### config.mk
export PLATFORM = sky130hd
export DESIGN_NAME = reg_write_arbiter
export DESIGN_NICKNAME = d
export VERILOG_FILES = /design/src/rtl/reg_arb_pkg.sv /design/src/rtl/reg_write_arbiter_rr_pick.sv /design/src/rtl/reg_write_arbiter.sv
export SDC_FILE = /design/constraint.sdc
export NUM_CORES = 1
export LEC_CHECK = 0
export CAP_MARGIN = 20
export CORE_AREA = 2 2 133 135
export DETAILED_ROUTE_END_ITERATION = 10
export DIE_AREA = 0 0 135 137
export PLACE_DENSITY_LB_ADDON = 0.3
export SLEW_MARGIN = 30
export SYNTH_ARGS = -nofsm -noshare
export SYNTH_HDL_FRONTEND = slang
export SYNTH_SLANG_ARGS = --single-unit
### constraint.sdc
create_clock -name clk -period 6.7 [get_ports clk]
set_clock_uncertainty 0.15 [all_clocks]
set_input_delay 1.34 -clock clk [delete_from_list [all_inputs] [get_ports clk]]
set_output_delay 1.34 -clock clk [all_outputs]
set_load 0.01 [all_outputs]
### src/rtl/reg_arb_pkg.sv
// Shared types and constants for the register write-port arbiter.
// The statistics counters only exist when REG_ARB_STATS_EN is defined.
package reg_arb_pkg;

   // Arbiter FSM: free-running round robin, or one requester owns the register.
   typedef enum logic {ARB_IDLE, ARB_LOCKED} arb_state_t;

   // Width of the saturating statistics counters.
   localparam int STAT_W = 32;

endpackage

### src/rtl/reg_write_arbiter_rr_pick.sv
// Round-robin pick: first set bit of req scanning from ptr upward, modulo NREQ.
// Built as a double-width masked priority scan: the low copy of req has the
// bits below ptr cleared, so the lowest set bit of {req, masked_req} is the
// round-robin winner, and its position modulo NREQ is the requester index.
module rr_pick #(
   parameter int NREQ = 4,
   parameter int IDW  = $clog2(NREQ)
) (
   input  logic [NREQ-1:0] req,
   input  logic [IDW-1:0]  ptr,
   output logic            any,
   output logic [IDW-1:0]  win_idx,
   output logic [NREQ-1:0] win_onehot
);

   logic [2*NREQ-1:0] dbl;

   // Mask, scan from the top down so the lowest set bit is the last assignment.
   always_comb begin
      dbl = {req, req};
      for (int i = 0; i < NREQ; i++) begin
         if (i < int'(ptr)) dbl[i] = 1'b0;
      end
      any     = |req;
      win_idx = '0;
      for (int i = 2*NREQ-1; i >= 0; i--) begin
         if (dbl[i]) win_idx = i[IDW-1:0];
      end
      win_onehot = '0;
      if (any) win_onehot[win_idx] = 1'b1;
   end

endmodule

### src/rtl/reg_write_arbiter.sv
// Round-robin arbiter sharing one write-enabled register among NREQ requesters.
// gnt is a registered one-hot write acknowledge (write latency 1). A winner
// that also raises lock takes ownership until it drops lock.
// owner_valid is the FSM state made visible (high exactly in ARB_LOCKED).
// Optional: define REG_ARB_STATS_EN to add write_count and lock_cycles.
//
// Handshake: a requester holds req and wdata stable until it sees its gnt bit;
// each cycle a gnt bit is high acknowledges exactly one write.
module reg_write_arbiter
   import reg_arb_pkg::*;
#(
   parameter int WIDTH = 64,
   parameter int NREQ  = 4,
   parameter int IDW   = $clog2(NREQ)
) (
   input  logic                  clk,
   input  logic                  reset,
   input  logic [NREQ-1:0]       req,
   input  logic [NREQ-1:0]       lock,
   input  logic [NREQ*WIDTH-1:0] wdata,
   output logic [NREQ-1:0]       gnt,
   output logic [WIDTH-1:0]      data_out,
   output logic                  owner_valid,
   output logic [IDW-1:0]        owner_id
`ifdef REG_ARB_STATS_EN
   ,
   output logic [STAT_W-1:0]     write_count,
   output logic [STAT_W-1:0]     lock_cycles
`endif
);

   if (WIDTH < 1) begin : g_bad_width
      $error("reg_write_arbiter: WIDTH must be > 0");
   end
   if ((NREQ < 2) || ((NREQ & (NREQ - 1)) != 0)) begin : g_bad_nreq
      $error("reg_write_arbiter: NREQ must be a power of 2 and >= 2");
   end

   arb_state_t       state;
   logic [IDW-1:0]   ptr;
   logic             pick_any;
   logic [IDW-1:0]   pick_idx;
   logic [NREQ-1:0]  pick_onehot;
   logic             we;
   logic [IDW-1:0]   widx;
   logic [NREQ-1:0]  gnt_next;
   logic [WIDTH-1:0] wsel;

   rr_pick #(.NREQ(NREQ), .IDW(IDW)) u_pick (
      .req        (req),
      .ptr        (ptr),
      .any        (pick_any),
      .win_idx    (pick_idx),
      .win_onehot (pick_onehot)
   );

   // Decide who writes this edge: the round-robin winner, or only the owner when locked.
   always_comb begin
      we       = 1'b0;
      widx     = pick_idx;
      gnt_next = '0;
      if (state == ARB_IDLE) begin
         we       = pick_any;
         widx     = pick_idx;
         gnt_next = pick_onehot;
      end else begin
         we   = req[owner_id];
         widx = owner_id;
         if (we) gnt_next[owner_id] = 1'b1;
      end
      wsel = '0;
      for (int i = 0; i < NREQ; i++) begin
         if (i == int'(widx)) wsel = wdata[i*WIDTH +: WIDTH];
      end
   end

   // Data register and registered acknowledge.
   always_ff @(posedge clk or posedge reset) begin
      if (reset) begin
         data_out <= '0;
         gnt      <= '0;
      end else begin
         if (we) data_out <= wsel;
         gnt <= gnt_next;
      end
   end

   // Lock FSM and round-robin pointer; the pointer only moves when a grant is not locking.
   always_ff @(posedge clk or posedge reset) begin
      if (reset) begin
         state    <= ARB_IDLE;
         ptr      <= '0;
         owner_id <= '0;
      end else begin
         case (state)
            ARB_IDLE: begin
               if (pick_any) begin
                  if (lock[pick_idx]) begin
                     state    <= ARB_LOCKED;
                     owner_id <= pick_idx;
                  end else begin
                     ptr <= pick_idx + IDW'(1);
                  end
               end
            end
            default: begin
               if (!lock[owner_id]) begin
                  state <= ARB_IDLE;
                  ptr   <= owner_id + IDW'(1);
               end
            end
         endcase
      end
   end

   assign owner_valid = (state == ARB_LOCKED);

`ifdef REG_ARB_STATS_EN
   // Saturating counters of completed writes and of cycles spent locked.
   always_ff @(posedge clk or posedge reset) begin
      if (reset) begin
         write_count <= '0;
         lock_cycles <= '0;
      end else begin
         if (we && (write_count != '1)) write_count <= write_count + STAT_W'(1);
         if ((state == ARB_LOCKED) && (lock_cycles != '1)) lock_cycles <= lock_cycles + STAT_W'(1);
      end
   end
`endif

endmodule

==> results.md, run 1 <==
- Sequential cell area: roughly 1800 sq um
- Post-cts resize count: 0
- Layout fillers: 1,661
- Setup Buffers After CTS: 0
- Mapped Cells: 574
- Root Driver: clkbuf_16
- Die Span X: roughly 140 microns
- CP cell instances: clkdlybuf4s50_1 -> nor2b_1 -> nor3b_1 -> o22ai_1 -> nor2_1 -> a21oi_1 -> inv_1 -> ha_2 -> nor2b_4 -> buf_4 -> a221oi_1 -> nor3_1 -> a21oi_1 -> o21ai_0
- Top delay family on crit path: compound AO/OA/AOI/OAI gates
- H-Tree Depth: 3
- Yosys cell types: about 40
- Share of the yosys chip area belonging to registers: about 39%
- Worst EP required: approximately 6800 ps
- Layout Nets: ~1.1k
- WL final: 19,000 microns
- Hold crit path type: reg -> reg
- Crit-path max cell delay: 530 ps
- CP arrival: around 5000 ps
- CP max FO: 34
- 1st-iter DRT viols: 190
- Routed Antenna Nets: 0
- Startpoint types: input port
- Cell Rows: 48
- Maximum buffer depth of the clock tree: 2
- CTS tree: yes
- Status: finished clean
- Post-route DRC: 0
- Final worst-path cycle share: approximately 73%
- Final setup vio count: 0
- Placed cells: 1,086
- Crit-path slowest cell: clkdlybuf4s50_1
- Cts hold-fix bufs: 0
- Worst hold path depth: 2
- Chip height: ~140 microns
- Critical Path End Type: flop
- WL per Instance: 17.2 microns
- Dpl ws: approximately 1500 ps
- Vias in the first global route: ~5.2k
- Crit path depth: 14
- Share of cells above drive strength 1: around 4.2%
- Fin Setup TNS: 0 ps
- Gpl congestion: a little under 0.8
- Mapped Nets: between 800 and 900
- Final Worst Setup Slack: ~1800 ps
- Area Overhead vs Synth: 80.6%
- Synth area leaders: dfrtp_1 (39%), a221oi_1 (12%), nor2b_1 (8.6%)
- Initial antenna violation count: 0
- Yosys warnings: 0
- Top cell by count, worst path: a21oi_1
- CP Buf/Inv Count: 3
- CTS buffer count: 9
- Drt pass-1 iters: 5
- Leakage: approximately 3.2 nW
- Area of the multi-input gates: ~2600 sq um
- Unrepaired setup endpoints after global routing: no
- # IOs: between 300 and 400
- FF+latch count, synth: 73
- Area leader, netlist: dfrtp_1
- Max Cap Viol: 0
- Starting Density: 27.6%
- Die ar.: roughly 18,000 sq um
- Clk Latency, worst-skew pair: between 300 and 400 ps
- Worst vdd ir: approximately 0.00025 V
- Fin cells: about 1.1k
- Share of the synthesized area in the top cell type: 38.8%
- Post-Syn Area per Cell: 8.20 sq um
- Reg2reg path depth: 13
- DP HPWL: approximately 14,000 microns
- Slew Viols, Final: 0
- Cell Area, Synth: approximately 4700 sq um
- First-pass GRT wire length: around 29,000 microns
- Core area: between 15,000 and 20,000 sq um
- Worst-margin pin slew: 771 ps
- Final hold violations: 0
- CP Class: in -> reg
- TritonCTS Sinks: 73
- Min cycle time layout: around 5000 ps
- Pin count of the biggest net entering global routing: between 80 and 90
- Number of diodes: 0
- DR vias/cell: about 4.9
- Tot GR Track Use: 19.8%
- DR vias: roughly 5.4k
- GR Overflow Total: 0
- PortBufs: between 300 and 400
- Pwr dens: around 470 nW/um^2
- CTS clk-pin slew, worst paths: ~60 ps
- Max-slew headroom: about half
- Max Freq: just over 0.2 GHz
## registers in the layout, summed over array words and instances (netlist names)
| signal | cells |
|---|---|
| owner_id | 2 |
| ptr | 2 |
| gnt | 4 |
| owner_valid | 1 |
| data_out | 64 |
## metal layers
metal,vias to the layer above,wire (microns),global-route usage (%)
met5,-,0,0
met4,0,319,5.84
met3,19,1710,5.56
met2,229,9200,34.2
met1,2462,7760,24.2
li1,2709,-,-
## power breakdown
part	internal, mW	leakage, nW	total, mW	switching (mW)
combinational	1.27	2.18	2.69	1.42
clock	0.298	0.144	0.480	0.182
sequential	0.678	0.910	0.815	0.137
total	2.25	3.24	3.98	1.74
## path summary, 6_finish.rpt
| check | startpoint | endpoint | slack, ps |
|---|---|---|---|
| worst max-delay path | req[0] | data_out[15] | 1820 |
| worst min-delay path | data_out[39] | data_out[39] | 330 |
| worst max register to register | ptr[0] | data_out[15] | 2900 |
| worst min register to register | data_out[39] | data_out[39] | 330 |
| max in group asynchronous | reset | data_out[24] | 4160 |
| min in group asynchronous | reset | data_out[50] | 1270 |
## cells by family after synthesis
group | share of synthesized area, %
simple gates | 22.8
compound gates | 28.9
flops | 38.8
buf+inv | 6.14
mux | 2.28
fa+ha+maj | 1.06
## layout by cell type (no fill, tap or decap), types with 2 or more instances in the layout
cell,count
a21oi_1,68
a221oi_1,63
and2_1,2
and2b_1,2
buf_4,8
clkbuf_1,3
clkbuf_16,9
clkdlybuf4s50_1,336
clkinv_2,3
dfrtp_1,73
ha_4,2
inv_1,5
mux2i_2,2
nand2_1,70
nor2_1,6
nor2b_1,64
nor3_1,65
o21ai_0,62
o21ai_1,3
o22ai_1,3
o32ai_1,3
## area by class of cell
class | count | area share (%)
clock inverter | 3 | 0.471
inverter | 6 | 0.279
tap | 225 | 3.31
sequential | 73 | 21.5
multi-input combinational | 437 | 31.0
clock buffer | 13 | 2.94
timing repair buffer | 345 | 40.5
## stage by stage
step	hold WS (ps)	util, %	power, mW	cell area [sq um]
global placement	311	48.2	3.49	8220
CTS	332	49.9	4.04	8510
floorplan	360	-	2.54	4710
global route	350	49.9	4.35	8510
finish	327	49.9	3.98	8510
detailed placement	319	48.2	3.54	8220
## tightest hold or removal path, stage by stage (launching register included)
cell and delay [ps]:
dfrtp_1 330, nand2_1 50, o21ai_0 60
## cell usage after synthesis (all sizes together)
cell type and n:
and2b 2, a41o 1, a21oi 69, nand2 70, a21o 2, o32ai 3
o22ai 3, dfrtp 73, nand2b 1, nand3b 1, buf 12, nor3 65
mux2 2, nor2b 66, o32a 1, a21boi 2, mux2i 3, inv 6
mux4 2, clkbuf 46, o21ai 65, nor2 6, ha 4, o2bb2a 1
nor3b 1, a221oi 63, a22o 1, and2 2, a222oi 1
(Power assumes the default switching activity.)
==> run 2, diff against run 1 <==
- CORE_AREA: 2 2 133 135 -> 2 2 132 134
- DIE_AREA: 0 0 135 137 -> 0 0 134 136
- clock period: 6.7 -> 4.1 ns (I/O delays scaled with it)
==> run 2 against run 1 <==
Cell count rose by 0.91%. Final area rose by 2.0%. Wire length fell by 1.2%. Critical endpoint is now data_out[18]. Largest cell class unchanged. Largest power group unchanged.
==> results.md, run 2 (synthesized netlist as in run 1, its figures left out) <==
- # IOs: 337 (unchanged)
- Sw Pwr: 2.87 mW (+65%)
- Initial antenna violation count: 0 (unchanged)
- Met2 WL: 9070 microns (-1.5%)
- Layout fillers: 1,635 (-1.6%)
- Max FFs per register: 64 (unchanged)
- Crit-path slowest cell: clkdlybuf4s50_1
- CP Class: in -> reg
- Chip height: 136 microns (-0.73%)
- CTS buffer count: 9 (unchanged)
- Worst vdd ir: 0.000383 V (+55%)
- Largest registers: data_out: 64 flops, gnt: 4 flops
- Met1 WL: 7740 microns (-0.15%)
- Worst EP required: 4210 ps (-2590 ps)
- Seq pwr share: 19.8% (-0.6 points)
- Crit-path max cell delay: 540 ps (about the same)
- Post-cts resize count: 0 (unchanged)
- Critical Path End Type: flop
- Top Layer Used: met4
- Layout Nets: 1,152 (+0.88%)
- Die Span X: 134 microns (-0.74%)
- Metal3 WL: 1530 microns (-10%)
- Final setup vio count: 0 (unchanged)
- Tot GR Track Use: 20.2% (+0.38 points)
- Clk Latency, worst-skew pair: 330 ps (about the same)
- Pwr dens: 776 nW/um^2 (+66%)
- Die ar.: 18,200 sq um (-1.5%)
- Gpl congestion: 0.803 (+1.6%)
- Post-route DRC: 0 (unchanged)
- Area Overhead vs Synth: 84.1%
- Drt pass-1 iters: 5 (unchanged)
- First-pass GRT wire length: 28,700 microns (+0.58%)
- Most frequent cells in the layout: clkdlybuf4s50_1 (336), dfrtp_1 (73), nand2_1 (70)
- Worst-margin pin slew: 706 ps (-65.6 ps)
- Cell area after placement: 8340 sq um (+1.6%)
- 1st-iter DRT viols: 193 (+1.6%)
- DR vias/cell: 4.89 (-0.50%)
- Switching Share: 42.7% (-0.91 points)
- Int Pwr: 3.86 mW (+72%)
- Maximum buffer depth of the clock tree: 2 (unchanged)
- CP max FO: 35 (+2.9%)
- Core area: 16,900 sq um (-1.1%)
- Root Driver: clkbuf_16
- Leakage: 3.32 nW (+2.6%)
- Starting Density: 27.9% (+0.29 points)
- Commonest non-fill, non-tap cell in the layout: clkdlybuf4s50_1
- Max Cap Viol: 0 (unchanged)
- DR vias: 5,441 (+0.41%)
- Final Instance Area: 8670 sq um (+2.0%)
- Max Freq: around 0.27 GHz
- CTS tree: yes
- Vias in the first global route: 5,362 (+3.1%)
- Number of diodes: 0 (unchanged)
- CP cell instances: clkdlybuf4s50_1 -> nor2b_2 -> nor3_1 -> o22ai_1 -> nor2_1 -> a21oi_1 -> inv_1 -> ha_2 -> nor2b_4 -> buf_4 -> a221oi_1 -> nor3_1 -> a21oi_1 -> o21ai_0
- Setup Buffers After CTS: 0 (unchanged)
- Max-slew headroom: 52.8% (+4.3 points)
- Startpoint types: input port
- H-Tree Depth: 3 (unchanged)
- TritonCTS Sinks: 73 (unchanged)
- PortBufs: 336 (unchanged)
- Logic pwr share: 67.5% (about the same)
- Share of cells above drive strength 1: 5.52% (+1.3 points)
- Final hold violations: 0 (unchanged)
- WL final: 18,800 microns (-1.2%)
- Min cycle time layout: between 3000 and 4000 ps
- Slew Viols, Final: 0 (unchanged)
- Clock Power Share: 12.7% (+0.7 points)
- Final worst-path cycle share: approximately nine tenths
- Hold crit path type: reg -> reg
- Pin count of the biggest net entering global routing: 71 (-13%)
- CTS clk-pin slew, worst paths: 60 ps (about the same)
- WL per Instance: 16.9 microns (-2.1%)
- Status: finished clean
- Cell Rows: 48 (unchanged)
- GR Overflow Total: 0 (unchanged)
- Unrepaired setup endpoints after global routing: no
- Routed Antenna Nets: 0 (unchanged)
- DP HPWL: 14,100 microns (+0.20%)
- Fin Setup TNS: 0 ps (unchanged)
- CP arrival: 3760 ps (-1220 ps)
- Cts hold-fix bufs: 0 (unchanged)
- Most flops, register: data_out
-- run 2: cell types whose count changed in the layout (fill, tap and decap cells not counted) --
| cell | delta |
|---|---|
| buf_12 | +4 |
| buf_4 | +6 |
| clkbuf_1 | -2 |
| clkbuf_8 | +4 |
| clkinv_2 | -3 |
| clkinv_4 | +1 |
-- run 2: worst paths after layout --
| kind | end | startpoint | slack [ps] | cells past startpoint |
|---|---|---|---|---|
| max | data_out[18] | req[1] | 450 | 14 |
| min in group asynchronous | data_out[57] | reset | 740 | 2 |
| min | data_out[61] | data_out[61] | 330 | 2 |
| min reg2reg | data_out[61] | data_out[61] | 330 | 2 |
| max reg2reg | data_out[18] | ptr[0] | 1010 | 13 |
| max in group asynchronous | data_out[63] | reset | 2510 | 3 |
-- run 2: final cells by class --
| cell class | instances | area, sq um | area share [%] |
|---|---|---|---|
| Clock buffer | 15 | 298 | 3.43 |
| Clock inverter | 1 | 30.0 | 0.346 |
| Inverter | 6 | 27.5 | 0.317 |
| Multi-Input combinational cell | 437 | 2640 | 30.4 |
| Sequential cell | 73 | 1830 | 21.1 |
| Tap cell | 225 | 282 | 3.25 |
| Timing Repair Buffer | 355 | 3570 | 41.1 |
-- run 2: layer usage --
layer / track usage (%) / vias to the layer above
met5: 0 / -
met4: 7.57 / 0
met3: 5.70 / 24
met2: 34.8 / 227
met1: 24.1 / 2456
li1: - / 2734
-- run 2: worst max-delay path: cells and delay by family --
| kind | cells | cell delay [ps] |
|---|---|---|
| compound gates | 5 | 860 |
| fa+ha+maj | 1 | 220 |
| buf+inv | 3 | 1120 |
| simple gates | 5 | 700 |
-- run 2: metrics by stage --
| stage | utilization [%] | setup slack (ps) | hold slack (ps) | power [mW] | cells |
|---|---|---|---|---|---|
| 2_1_floorplan | - | 813 | 360 | 4.15 | 574 |
| 3_3_place_gp | 49.4 | 189 | 311 | 5.87 | 1096 |
| 3_5_place_dp | 49.4 | 94.1 | 319 | 5.93 | 1096 |
| 4_1_cts | 51.4 | 466 | 332 | 6.81 | 1112 |
| 5_1_grt | 51.4 | 109 | 347 | 7.39 | 1112 |
| 6_report | 51.4 | 447 | 326 | 6.73 | 1112 |
-- run 2: power by group through the flow --
stage	registers (mW)	clock network [mW]	logic (mW)
finish	1.33	0.854	4.55
global route	1.38	0.912	5.10
CTS	1.34	0.883	4.59
detailed placement	1.34	0	4.58
global placement	1.34	0	4.53
floorplan	1.44	0	2.70
==> run 3, diff against run 2 <==
- CORE_AREA: 2 2 132 134 -> 2 2 130 132
- DIE_AREA: 0 0 134 136 -> 0 0 132 134
- clock period: 4.1 -> 3.85 ns (I/O delays scaled with it)
==> run 3 against run 2 <==
Sequential power grew 6%. Wire length is 0.72% higher. Global-route usage increased by 1.2 points. Final area rose by 0.12%. Critical path depth down 1. Worst hold slack worse by 3.9 ps. Critical endpoint is now data_out[15].
==> results.md, run 3 (synthesized netlist as in run 1, its figures left out) <==
- DR vias/cell: 4.97 (+1.5%)
- Routed Antenna Nets: 0 (unchanged)
- Max Freq: between 0.2 and 0.3 GHz
- Tot GR Track Use: 21.4% (+1.2 points)
- Min cycle time layout: 3470 ps
- Maximum buffer depth of the clock tree: 2 (unchanged)
- Number of diodes: 0 (unchanged)
- CP Class: in -> reg
- Most frequent cells in the layout: clkdlybuf4s50_1 (336), dfrtp_1 (73), nand2_1 (70)
- Slew Viols, Final: 0 (unchanged)
- GR Overflow Total: 0 (unchanged)
- First-pass GRT wire length: 30,000 microns (+4.2%)
- Sw Pwr: 3.08 mW (+7.2%)
- CTS tree: yes
- Worst EP required: 3950 ps (-260 ps)
- Seq pwr share: 19.6% (-0.2 points)
- Final setup vio count: 0 (unchanged)
- Logic pwr share: 68.6% (+1.1 points)
- Critical Path End Type: flop
- Hold crit path type: reg -> reg
- 1st-iter DRT viols: 250 (+30%)
- DP HPWL: 14,300 microns (+1.5%)
- Chip height: 134 microns (-1.5%)
- Share of cells above drive strength 1: 5.52% (unchanged)
- Die Span X: 132 microns (-1.5%)
- Max-slew headroom: 53.0% (+0.21 points)
- PortBufs: 336 (unchanged)
- Int Pwr: 4.11 mW (+6.5%)
- # IOs: 337 (unchanged)
- Initial antenna violation count: 0 (unchanged)
- Final hold violations: 0 (unchanged)
- CTS clk-pin slew, worst paths: 60 ps (about the same)
- Leakage: 3.32 nW (-0.18%)
- Clk Latency, worst-skew pair: 330 ps (about the same)
- Setup Buffers After CTS: 0 (unchanged)
- Utilization after layout: 53.3% (+1.9 points)
- Worst-margin pin slew: 704 ps (-1.58 ps)
- WL final: 18,900 microns (+0.72%)
- Post-cts resize count: 0 (unchanged)
- DR vias: 5,499 (+1.1%)
- CTS buffer count: 9 (unchanged)
- Max Cap Viol: 0 (unchanged)
- Cell Rows: 47 (-2.1%)
- Layout Nets: 1,152 (unchanged)
- Most flops, register: data_out
- CP max FO: 40 (+14%)
- Die ar.: 17,700 sq um (-2.9%)
- Largest registers: data_out: 64 flops, gnt: 4 flops
- Vias in the first global route: 5,500 (+2.6%)
- Unrepaired setup endpoints after global routing: no
- Max FFs per register: 64 (unchanged)
- CP arrival: 3580 ps (-180 ps)
- Pwr dens: 828 nW/um^2 (+6.7%)
- Core area: 16,300 sq um (-3.5%)
- Cts hold-fix bufs: 0 (unchanged)
- Final worst-path cycle share: approximately 90%
- Drt pass-1 iters: 5 (unchanged)
- Gpl congestion: 0.878 (+9.4%)
- WL per Instance: 17.1 microns (+1.2%)
- Area Overhead vs Synth: 84.4%
- Root Driver: clkbuf_16
- Fin Setup TNS: 0 ps (unchanged)
- Startpoint types: input port
- Switching Share: 42.9% (+0.16 points)
- Pin count of the biggest net entering global routing: 67 (-5.6%)
- Worst vdd ir: 0.000577 V (+50%)
- Starting Density: 28.9% (+1.0 points)
- Status: finished clean
- H-Tree Depth: 3 (unchanged)
- Clock Power Share: 11.9% (-0.8 points)
- TritonCTS Sinks: 73 (unchanged)
- Commonest non-fill, non-tap cell in the layout: clkdlybuf4s50_1
- Post-route DRC: 0 (unchanged)
## run 3: power by group through the flow
| stage | registers, mW | logic [mW] | clock network (mW) |
|---|---|---|---|
| after floorplan | 1.54 | 2.88 | 0 |
| after global placement | 1.41 | 4.92 | 0 |
| after detailed placement | 1.42 | 4.99 | 0 |
| after CTS | 1.41 | 5.00 | 0.877 |
| after global routing | 1.46 | 5.52 | 0.904 |
| final | 1.41 | 4.93 | 0.853 |
## run 3: worst max-delay path: stages
cell and delay, ps:
clkdlybuf4s50_1 520, nor2b_2 180, a21boi_1 210, o32a_4 220
nand2_1 70, and2_1 180, inv_1 160, ha_4 380
buf_12 240, a221oi_1 70, nor3_1 320, a21oi_1 70
o21ai_0 140
## run 3: final timing paths
kind                            slack, ps      endpoint  cells after the start         start
worst min register to register        320  data_out[60]                      2  data_out[60]
worst min-delay path                  320  data_out[60]                      2  data_out[60]
min in group asynchronous             700  data_out[47]                      2         reset
max in group asynchronous            2190  data_out[12]                      3         reset
worst max register to register        930  data_out[15]                     13        ptr[0]
worst max-delay path                  380  data_out[15]                     13        req[2]
## run 3: stage by stage
step	hold WS (ps)	area, sq um	total power, mW	setup WS (ps)	cells
final	322	8680	7.19	376	1107
after global routing	348	8680	7.88	149	1107
after CTS	331	8680	7.29	366	1107
after detailed placement	319	8380	6.41	13.5	1091
after global placement	311	8380	6.33	98.6	1091
after floorplan	360	4710	4.42	613	574
## run 3: cell type report
cell class	instances	area [sq um]
fill	1548	7610
timing repair buffer	355	3620
multi-input combinational	437	2640
sequential	73	1830
tap	220	275
clock buffer	11	243
clock inverter	5	55.1
inverter	6	23.8
## run 3: routing by layer
layer  GRT usage [%]  routed length [microns]
met5               0                        0
met4            7.00                      429
met3            7.14                     1730
met2            37.1                     9240
met1            25.1                     7500
